## src/rtl/ir_fetch_pkg.sv

```systemverilog
// ir_fetch_pkg: shared definitions for the instruction fetch sequencer.
//   DATA_WIDTH    - width of PC, IR addresses and instruction words
//   IR_RESET_PC   - program counter value after reset
//   fetch_state_t - 3-bit fetch FSM encoding (FETCH_* names stay clear of
//                   the loader's own state names)
package ir_fetch_pkg;

  localparam int DATA_WIDTH  = 8;
  localparam int IR_RESET_PC = 0;

  typedef enum logic [2:0] {
    FETCH_IDLE      = 3'd0,
    FETCH_WAIT_LOAD = 3'd1,
    FETCH_REQ       = 3'd2,
    FETCH_DATA      = 3'd3,
    FETCH_VALID     = 3'd4
  } fetch_state_t;

endpackage

```

## src/rtl/ir_fetch.sv

```systemverilog
// ir_fetch: instruction fetch sequencer.
// Keeps a program counter, reads one instruction per step from the IR
// register file and presents it to the decoder with a valid/ready handshake.
// Never issues a read while the loader is busy.
//
// Ports
//   clk, rst       clock, synchronous active-high reset
//   i_start        start request (IDLE only), with i_start_pc first address
//   i_load_busy    loader busy; defers entry to REQ
//   i_ir_data      IR read data, valid one cycle after o_ir_ren
//   i_dec_ready    decoder accepts o_instr this cycle
//   i_jump/_pc     on accept: next PC is i_jump_pc
//   i_halt         on accept: stop fetching (wins over i_jump)
//   o_ir_ren       IR read enable pulse, o_ir_raddr = PC
//   o_instr        registered instruction, o_pc its address
//   o_instr_valid  instruction presented to the decoder
//   o_busy         high outside IDLE
module ir_fetch
  import ir_fetch_pkg::*;
#(
  parameter int DATA_WIDTH = ir_fetch_pkg::DATA_WIDTH
) (
  input  logic                  clk,
  input  logic                  rst,
  input  logic                  i_start,
  input  logic [DATA_WIDTH-1:0] i_start_pc,
  input  logic                  i_load_busy,
  input  logic [DATA_WIDTH-1:0] i_ir_data,
  input  logic                  i_dec_ready,
  input  logic                  i_jump,
  input  logic [DATA_WIDTH-1:0] i_jump_pc,
  input  logic                  i_halt,
  output logic                  o_ir_ren,
  output logic [DATA_WIDTH-1:0] o_ir_raddr,
  output logic [DATA_WIDTH-1:0] o_instr,
  output logic                  o_instr_valid,
  output logic [DATA_WIDTH-1:0] o_pc,
  output logic                  o_busy
);

  localparam logic [DATA_WIDTH-1:0] RESET_PC = DATA_WIDTH'(IR_RESET_PC);
  localparam logic [DATA_WIDTH-1:0] PC_STEP  = DATA_WIDTH'(1);

  fetch_state_t          state, state_next;
  logic [DATA_WIDTH-1:0] pc, pc_next;
  logic [DATA_WIDTH-1:0] instr;
  logic [DATA_WIDTH-1:0] instr_pc;

  wire accept = (state == FETCH_VALID) && i_dec_ready;

  // Next-state and PC update
  always_comb begin
    state_next = state;
    pc_next    = pc;
    unique case (state)
      FETCH_IDLE: begin
        if (i_start) begin
          pc_next    = i_start_pc;
          state_next = i_load_busy ? FETCH_WAIT_LOAD : FETCH_REQ;
        end
      end
      FETCH_WAIT_LOAD: begin
        if (!i_load_busy) state_next = FETCH_REQ;
      end
      FETCH_REQ:  state_next = FETCH_DATA;
      FETCH_DATA: state_next = FETCH_VALID;
      FETCH_VALID: begin
        if (accept) begin
          // Halt leaves PC untouched and beats a simultaneous jump.
          if (i_halt) begin
            state_next = FETCH_IDLE;
          end else begin
            pc_next    = i_jump ? i_jump_pc : pc + PC_STEP;
            state_next = i_load_busy ? FETCH_WAIT_LOAD : FETCH_REQ;
          end
        end
      end
      default: state_next = FETCH_IDLE;
    endcase
  end

  // State and PC registers
  always_ff @(posedge clk) begin
    if (rst) begin
      state <= FETCH_IDLE;
      pc    <= RESET_PC;
    end else begin
      state <= state_next;
      pc    <= pc_next;
    end
  end

  // Instruction capture: read data lands during DATA and is held through VALID
  always_ff @(posedge clk) begin
    if (rst) begin
      instr    <= '0;
      instr_pc <= '0;
    end else if (state == FETCH_DATA) begin
      instr    <= i_ir_data;
      instr_pc <= pc;
    end
  end

  // Outputs decode from registered state only
  assign o_ir_ren      = (state == FETCH_REQ);
  assign o_ir_raddr    = pc;
  assign o_instr       = instr;
  assign o_pc          = instr_pc;
  assign o_instr_valid = (state == FETCH_VALID);
  assign o_busy        = (state != FETCH_IDLE);

endmodule

```

## config.mk

```make
export PLATFORM = sky130hd
export DESIGN_NAME = ir_fetch
export DESIGN_NICKNAME = d
export VERILOG_FILES = /design/src/rtl/ir_fetch_pkg.sv /design/src/rtl/ir_fetch.sv
export SDC_FILE = /design/constraint.sdc
export NUM_CORES = 1
export LEC_CHECK = 0
export CAP_MARGIN = 20
export CELL_PAD_IN_SITES_DETAIL_PLACEMENT = 0
export CELL_PAD_IN_SITES_GLOBAL_PLACEMENT = 1
export CORE_ASPECT_RATIO = 2
export CORE_MARGIN = 2
export CORE_UTILIZATION = 43
export CTS_CLUSTER_SIZE = 12
export DETAILED_ROUTE_END_ITERATION = 8
export DONT_BUFFER_PORTS = 1
export PLACE_DENSITY_LB_ADDON = 0.2
export SETUP_SLACK_MARGIN = 0.1
export SKIP_CTS_REPAIR_TIMING = 1
export SLEW_MARGIN = 20
export SYNTH_ARGS = -nofsm -noshare
export SYNTH_HDL_FRONTEND = slang
export SYNTH_SLANG_ARGS = --single-unit
export TNS_END_PERCENT = 10
```

## constraint.sdc

```tcl
create_clock -name clk -period 1.55 [get_ports clk]
set_input_delay 0.155 -clock clk [delete_from_list [all_inputs] [get_ports clk]]
set_output_delay 0.155 -clock clk [all_outputs]
set_load 0.02 [all_outputs]
```

==> impl_results.md, run 1 <==
- EDFF count, synth: 0
- Worst skew pair latency: about 0.27 ns
- Post-Syn Area per Cell: 7.87 sq um
- Critical Path RT: between 1.5 and 2 ns
- Slew HR: around three quarters
- Final setup violation count: 0
- Setup Crit Path Kind: flop to flop
- Routed Antenna Nets: 0
- FFs w/ async S/R, synth: 0%
- CTS clk-pin slew, worst paths: approximately 0.10 ns
- CTS tree: yes
- Routed WL: ~3600 microns
- Synthesized area: 0.00142 sq mm
- Clock root buffer: clkbuf_8
- Antenna violations before repair: 0
- All-Layer GR Usage: between 10% and 20%
- Max stage delay on crit path: roughly 0.46 ns
- CP max FO: 6
- First-pass GRT wire length: about 5700 microns
- Syn Nets: roughly 210
- Starting density of the core: a little under half
- PwrDens: around 1200 mW/mm^2
- Total power: between 0.0015 and 0.002 W
- IO Count: 58
- Starting DRT DRC Count: 13
- Vias in the first global route: between 1,000 and 1,500
- Worst Setup End Kind: flop
- Max_cap viols: 0
- Final WS setup: 0.0452 ns
- Yosys top cell area share: roughly 38%
- Top cells by area, synth: dfxtp_1 38%, nand2_1 11%, a21oi_1 9.1%
- Post-DP HPWL: ~2600 microns
- Avg WL per Cell: between 15 and 20 microns
- Startpoint types: flop
- Top delay family on crit path: simple AND/OR/NAND/NOR gates
- Post-Place Worst Slack: about 0.052 ns
- Die area: 0.00382 sq mm
- Placer Congestion: roughly 0.82
- Final Hold Vio Count: 26
- GRT overflow: 0
- Peak supply drop: between 0.6 and 0.7 mV
- Failing checks: hold timing
- Bufs on Longest Clock Path: 2
- CTS HTree Levels: 1
- Hold_ws: -0.0726 ns
- Final Critical Period: roughly 1.5 ns
- Layout cells sized above 1: a little over 20%
- Area growth from synthesis to layout: 14.9%
- Cell variety after synth: 44
- ANT cells: 0
- Port Buffers: 0
- Dpl cell area: 0.00153 sq mm
- Pin count of the biggest net entering global routing: 29
- # DRC: 0
- Row cnt: 29
- CP bufs+invs: 1
- Clk sinks: 27
- Worst path slowest cell: or3b_4
- Crit path DAT: between 1.5 and 2 ns
- Die Wd: between 40 and 50 microns
- Hold Path Class: input port to flop
- FMAX: roughly 660 MHz
- Core Area: ~0.0032 sq mm
- Count leader, synth: nand2_1
- Detailed Routing Iterations Pass 1: 4
- Via Count: around 1,300
- Skew final: about 0.0048 ns
- Seq cells post-synth: 27
- Lkg Pwr: between 0.5 and 0.6 nW
- Fin area: roughly 0.0016 sq mm
- Run status: finished with violations
- Critical path, cell by cell: or3b_4 > buf_4 > a21oi_2 > a32oi_1 > a211oi_1
- RSZ-0062 raised after global routing: true
- Leading area contributor after synthesis: dfxtp_1
- Worst slew pin tran: 0.390 ns
- Register area share after synthesis: 38.0%
- Filler cells: 334
- Slew Viols, Final: 0
- Post-synth top cells: 41 x nand2_1, 27 x dfxtp_1, 26 x a21oi_1
- Yosys warns: 0
- Final period utilization: a little over nine tenths
- TritonCTS Buffers: 3
- Via density: 5.82
- Dominant synthesized flop cell: dfxtp_1
- Mapped Cells: 181
- Die Y: approximately 85 microns
- NumNets Final: roughly 230
-- cell families (layout without fill, tap and decap cells) --
logic type | after synthesis | after routing | share of synthesized area, %
compound gates | 50 | 50 | 24.4
xor+xnor | 3 | 3 | 1.85
fa+ha+maj | 1 | 1 | 0.879
buf+inv | 20 | 32 | 6.94
flops | 27 | 27 | 38.0
mux | 2 | 2 | 1.41
simple gates | 78 | 78 | 26.5
-- flip-flops by register name, summed over array words and instances, names as in the netlist --
signal / flops
o_pc: 8
state: 3
o_ir_raddr: 8
o_instr: 8
-- final timing paths --
check / startpoint / endpoint / slack [ns] / depth (start not counted)
worst max-delay path: state[2] / o_ir_raddr[6] / 0.05 / 5
worst min-delay path: rst / o_ir_raddr[4] / -0.07 / 1
worst max register to register: state[2] / o_ir_raddr[6] / 0.05 / 5
worst min register to register: o_ir_raddr[1] / o_ir_raddr[1] / 0.54 / 2
-- cell type report --
class	instances	area, sq um	share of cell area (%)
multi-input cells	134	792	48.4
flip-flops and latches	27	546	33.4
repair buffers	20	179	10.9
clock buffers	3	41.3	2.52
well taps	31	38.8	2.37
inverters	8	33.8	2.07
clock inverters	1	5.00	0.306
-- layer usage --
metal | up-vias | global-route usage (%) | share of wire, %
li1 | 644 | - | -
met1 | 613 | 22.4 | 38
met2 | 42 | 34.4 | 55
met3 | 4 | 2.77 | 5.6
met4 | 0 | 8.26 | 1.2
met5 | - | 0 | 0
-- power breakdown --
part           total (W)  switching (W)  internal [W]
logic           0.000659       0.000389      0.000270
registers       0.000845      0.0000742      0.000771
clock network   0.000402       0.000222      0.000180
total            0.00191       0.000685       0.00122
-- per-stage QoR --
| step | instances | utilization (%) | setup TNS, ns |
|---|---|---|---|
| after detailed placement | 215 | 48.4 | 0 |
| after global placement | 215 | 48.4 | 0 |
| after global routing | 224 | 51.8 | 0 |
| final | 224 | 51.8 | 0 |
| after floorplan | 181 | - | 0 |
| after CTS | 219 | 49.8 | -0.0792 |
-- layout by cell type (no fill, tap or decap), types with 2 or more instances in the layout --
cell,n
inv_1,7
clkbuf_8,3
o21ai_1,3
nand3_1,5
xnor2_1,3
nand2b_1,7
buf_12,2
buf_4,17
a21oi_2,3
o21a_1,2
nor2_1,11
dfxtp_1,23
a21oi_1,24
nand2_1,41
a311oi_2,2
a211oi_1,3
dfxtp_2,4
o32ai_1,2
o21ai_0,2
mux2i_1,2
Note: power is estimated with default switching activity, not from simulation.
==> inputs of run 2 (changes only) <==
CORE_MARGIN = 1   (was 2)
==> run 2 against run 1 <==
Against the previous run: the run still ends with hold timing left; clock skew grew 0.0034 ns; routed wire length shrank 3.3%; global-route usage grew 0.41 points; worst setup slack gained 0.026 ns; final area shrank 0.23%; critical endpoint is now o_instr_valid; largest cell class unchanged; largest power group unchanged; highest routed layer unchanged.
==> impl_results.md, run 2 (same netlist as run 1, synthesis figures left out) <==
- Clk sinks: 27
- PwrDens: approximately 1200 mW/mm^2
- Post-DP HPWL: around 2500 microns
- Failing checks: hold timing
- Pin count of the biggest net entering global routing: 29
- Skew final: approximately 0.0083 ns
- Worst Setup End Kind: primary output
- Crit path DAT: around 1.3 ns
- GRT overflow: 0
- ANT cells: 0
- Uppermost routed layer: met4
- Max_cap viols: 0
- Core Area: approximately 0.0032 sq mm
- Most frequent cells in the layout: 41 x nand2_1, 26 x a21oi_1, 21 x dfxtp_1
- Die Wd: roughly 43 microns
- Max stage delay on crit path: 0.43 ns
- FF-to-FF End: o_ir_raddr[7]
- Row cnt: 29
- Worst path slowest cell: or3b_4
- Total power: 0.00189 W
- Bufs on Longest Clock Path: 2
- Slew Viols, Final: 0
- Final Critical Period: 1.48 ns
- Final setup violation count: 0
- First-pass GRT wire length: 5710 microns
- Hold Path Class: input port to flop
- Die area: between 0.003 and 0.004 sq mm
- CP max FO: 7
- Final Hold Vio Count: 26
- RR Startpoint: state[2]
- Layout cells sized above 1: about a fifth
- # DRC: 0
- Detailed Routing Iterations Pass 1: 4
- Worst skew pair latency: 0.27 ns
- Placer Congestion: 0.787
- Critical Path Source: state[2]
- WL met1: between 1000 and 1500 microns
- Worst slew pin tran: 0.384 ns
- All-Layer GR Usage: between 20% and 30%
- IO Count: 58
- Run status: finished with violations
- Starting DRT DRC Count: 19
- Setup Crit Path Kind: flop to primary output
- CTS HTree Levels: 1
- Vias in the first global route: around 1,300
- Worst Setup EP: o_instr_valid
- Peak supply drop: approximately 0.7 mV
- Slew HR: 74.3%
- RSZ-0062 raised after global routing: true
- Port Buffers: 0
- CTS tree: yes
- Antenna violations before repair: 0
- Starting density of the core: between 40% and 50%
- NumNets Final: around 230
- Area growth from synthesis to layout: 14.6%
- Avg WL per Cell: between 15 and 20 microns
- Via density: about 5.8
- Met3 Routed Length: 203 microns
- Hold_ws: -0.0585 ns
- TritonCTS Buffers: 3
- Most common cell after layout, fill and taps aside: nand2_1
- Utilization after layout: between 50% and 60%
- Die Y: 83.4 microns
- Routed Antenna Nets: 0
- R2r setup slk: around 0.090 ns
- CTS clk-pin slew, worst paths: 0.09 ns
- Routed WL: ~3500 microns
- FMAX: between 600 and 700 MHz
- Met2 WL: 1850 microns
- R2R depth: 4
- Critical Path RT: 1.39 ns
- Clock root buffer: clkbuf_8
- Critical path, cell by cell: or3b_4 > clkinvlp_4 > buf_4
- Lkg Pwr: 0.598 nW
- Via Count: roughly 1,300
- Final period utilization: between 90% and 100%
- Hold Crit Start: rst
- Startpoint types: flop
-- run 2: changes by cell type in the layout (fill, tap and decap cells not counted), sizes merged --
cell	change
or3b	+1
buf	+1
clkinv	-1
clkbuf	+1
-- run 2: cell type report --
type	count	area [sq um]
Clock buffer	4	45.0
Tap cell	31	38.8
Timing Repair Buffer	21	170
Fill cell	329	1530
Multi-Input combinational cell	135	793
Inverter	8	33.8
Sequential cell	27	551
-- run 2: metrics by stage --
step           std cells  worst slack, ns  cell area, sq um  setup TNS [ns]
5_1_grt              226           0.0252              1630               0
6_report             226           0.0712              1630               0
3_3_place_gp         216            0.137              1530               0
3_5_place_dp         216           0.0692              1530               0
4_1_cts              220          -0.0717              1580         -0.0717
2_1_floorplan        181           0.0741              1430               0
-- run 2: critical path, delay by kind of cell (launching register included) --
kind                   cells  cell delay [ns]
buffers and inverters      2             0.25
DFF                        1             0.38
and+or+nand+nor            1             0.43
-- run 2: power breakdown --
part / switching, W / internal [W] / leakage [nW]
Combinational: 0.000378 / 0.000270 / 0.354
Sequential: 0.0000817 / 0.000773 / 0.222
Clock: 0.000205 / 0.000184 / 0.0228
-- run 2: routing by layer --
metal / up-vias / global-route usage (%)
met5: - / 0
met4: 0 / 8.24
met3: 8 / 3.04
met2: 52 / 35.4
met1: 604 / 22.8
li1: 652 / -
-- run 2: worst min-delay path by stage --
stage,cells past startpoint,to
global route,1,o_ir_raddr[3]
global placement,1,o_ir_raddr[4]
finish,1,o_ir_raddr[4]
detailed placement,1,o_ir_raddr[4]
floorplan,2,o_instr[0]
CTS,1,o_ir_raddr[4]
==> inputs of run 3 (changes only) <==
PLACE_DENSITY_LB_ADDON = 0.12   (was 0.2)
==> run 3 against run 2 <==
Against the previous run: the run still ends with hold timing left; via count down 2.5%; clock power up 4%; final area up 0.54%; worst setup slack worse by 0.021 ns; clock-buffer cell count down 1; global-route usage down 0.66 points; fmax down 1.4%; sequential share of layout area down 0.26 points; combinational power about the same; first-iteration DRC count up 11%; critical path depth up 2; highest routed layer unchanged.
==> impl_results.md, run 3 (same netlist as run 1, synthesis figures left out) <==
- Clock power share: between 20% and 30%
- Startpoint types: flop
- Crit path DAT: ~1.7 ns
- ANT cells: 0
- CTS clk-pin slew, worst paths: 0.10 ns
- Final Hold Vio Count: 26
- Hold depth: 1
- Utilization after layout: between 50% and 60%
- Die Wd: about 43 microns
- Top delay family on crit path: simple AND/OR/NAND/NOR gates
- FMAX: between 600 and 700 MHz
- Slew Viols, Final: 0
- CP max FO: 6
- Port Buffers: 0
- CTS tree: yes
- Max_cap viols: 0
- Combinational power share: 34.2%
- Post-DP HPWL: about 2500 microns
- All-Layer GR Usage: 19.4%
- Vias in the first global route: approximately 1,200
- Worst skew pair latency: 0.27 ns
- Max stage delay on crit path: about 0.44 ns
- Peak supply drop: roughly 0.48 mV
- Final period utilization: between 90% and 100%
- Slew HR: ~74%
- CTS HTree Levels: 1
- Pin count of the biggest net entering global routing: 29
- Routed Antenna Nets: 0
- Via density: ~5.7
- RR Startpoint: state[2]
- Post-Place Cells: 217
- FF-to-FF End: o_ir_raddr[6]
- Skew final: between 0.009 and 0.01 ns
- Worst Setup End Kind: flop
- TritonCTS Buffers: 3
- Failing checks: hold timing
- Row cnt: 29
- CP bufs+invs: 1
- Setup Crit Path Kind: flop to flop
- Routed WL: around 3500 microns
- Clk sinks: 27
- Critical Path RT: roughly 1.7 ns
- NumNets Final: 228
- Lkg Pwr: a little over 0.6 nW
- R2r setup slk: a little over 0.05 ns
- First-pass GRT wire length: approximately 5500 microns
- Placer Congestion: 0.912
- Final setup violation count: 0
- Worst slew pin tran: approximately 0.40 ns
- Total power: about 0.0019 W
- Internal power: around 0.0012 W
- Sequential share of power: 44.7%
- Die Y: 83.4 microns
- # DRC: 0
- Setup TNS: 0 ns
- RSZ-0062 raised after global routing: true
- Hold Crit Start: rst
- Via Count: approximately 1,300
- Bufs on Longest Clock Path: 2
- Layout cells sized above 1: about a fifth
- PwrDens: between 1000 and 1500 mW/mm^2
- Run status: finished with violations
- Starting DRT DRC Count: 21
- Worst path slowest cell: or3b_4
- Starting density of the core: between 40% and 50%
- Most common cell after layout, fill and taps aside: nand2_1
- GRT overflow: 0
- Core Area: roughly 0.0032 sq mm
- Final Critical Period: approximately 1.5 ns
- Area growth from synthesis to layout: 15.2%
- Net Sw Frac: 35.5%
- Die area: 0.00356 sq mm
- Antenna violations before repair: 0
- R2R depth: 5
- Hold Path Class: input port to flop
- Critical path, cell by cell: or3b_4 > buf_4 > a21oi_2 > a32oi_1 > a211oi_1
- Net Switching: 0.000674 W
- Final std cells w/o fill: approximately 230
- Hold EP: o_ir_raddr[4]
- Most frequent cells in the layout: 41 x nand2_1, 26 x a21oi_1, 22 x dfxtp_1
- Clock root buffer: clkbuf_8
- IO Count: 58
- Hold_ws: -0.0683 ns
- Avg WL per Cell: between 15 and 20 microns
- Detailed Routing Iterations Pass 1: 4
[run 3: changes by cell type in the layout (fill, tap and decap cells not counted), sizes merged]
| cell | previous run | this run |
|---|---|---|
| buf | 21 | 22 |
| clkbuf | 4 | 3 |
| clkinv | 0 | 1 |
| or3b | 3 | 2 |
[run 3: worst max-delay path by stage]
stage	from	endpoint	slack [ns]	cells after the start
5_1_grt	state[2]	o_instr_valid	0.006	3
3_3_place_gp	state[2]	o_ir_raddr[5]	0.11	4
6_report	state[2]	o_ir_raddr[6]	0.05	5
4_1_cts	state[2]	o_instr_valid	-0.12	3
2_1_floorplan	o_ir_raddr[5]	o_ir_raddr[7]	0.07	4
3_5_place_dp	state[2]	o_ir_raddr[2]	0.07	4
[run 3: area by class of cell]
cell class	count	area [sq um]
fill	322	1520
multi-input combinational	134	787
sequential	27	549
timing repair buffer	22	185
clock buffer	3	41.3
tap	31	38.8
inverter	8	33.8
clock inverter	1	5.00
[run 3: per-layer routing]
| metal | GRT usage (%) | vias up | part of all wire (%) |
|---|---|---|---|
| met4 | 8.52 | 0 | 2.2 |
| met2 | 33.6 | 50 | 51 |
| met1 | 21.8 | 579 | 40 |
| li1 | - | 648 | - |
| met5 | 0 | - | 0 |
| met3 | 3.91 | 6 | 6.4 |
[run 3: power groups by stage]
stage	Clock (W)	Sequential [W]	Combinational (W)
floorplan	0	0.000923	0.000401
global placement	0	0.000861	0.000615
detailed placement	0	0.000864	0.000631
CTS	0.000412	0.000848	0.000634
global route	0.000447	0.000861	0.000705
finish	0.000402	0.000849	0.000650
[run 3: per-stage QoR]
stage,setup slack [ns],cell area (sq um)
final,0.0507,1640
after global routing,0.00634,1640
after CTS,-0.117,1590
after detailed placement,0.0652,1540
after global placement,0.110,1540
after floorplan,0.0741,1430
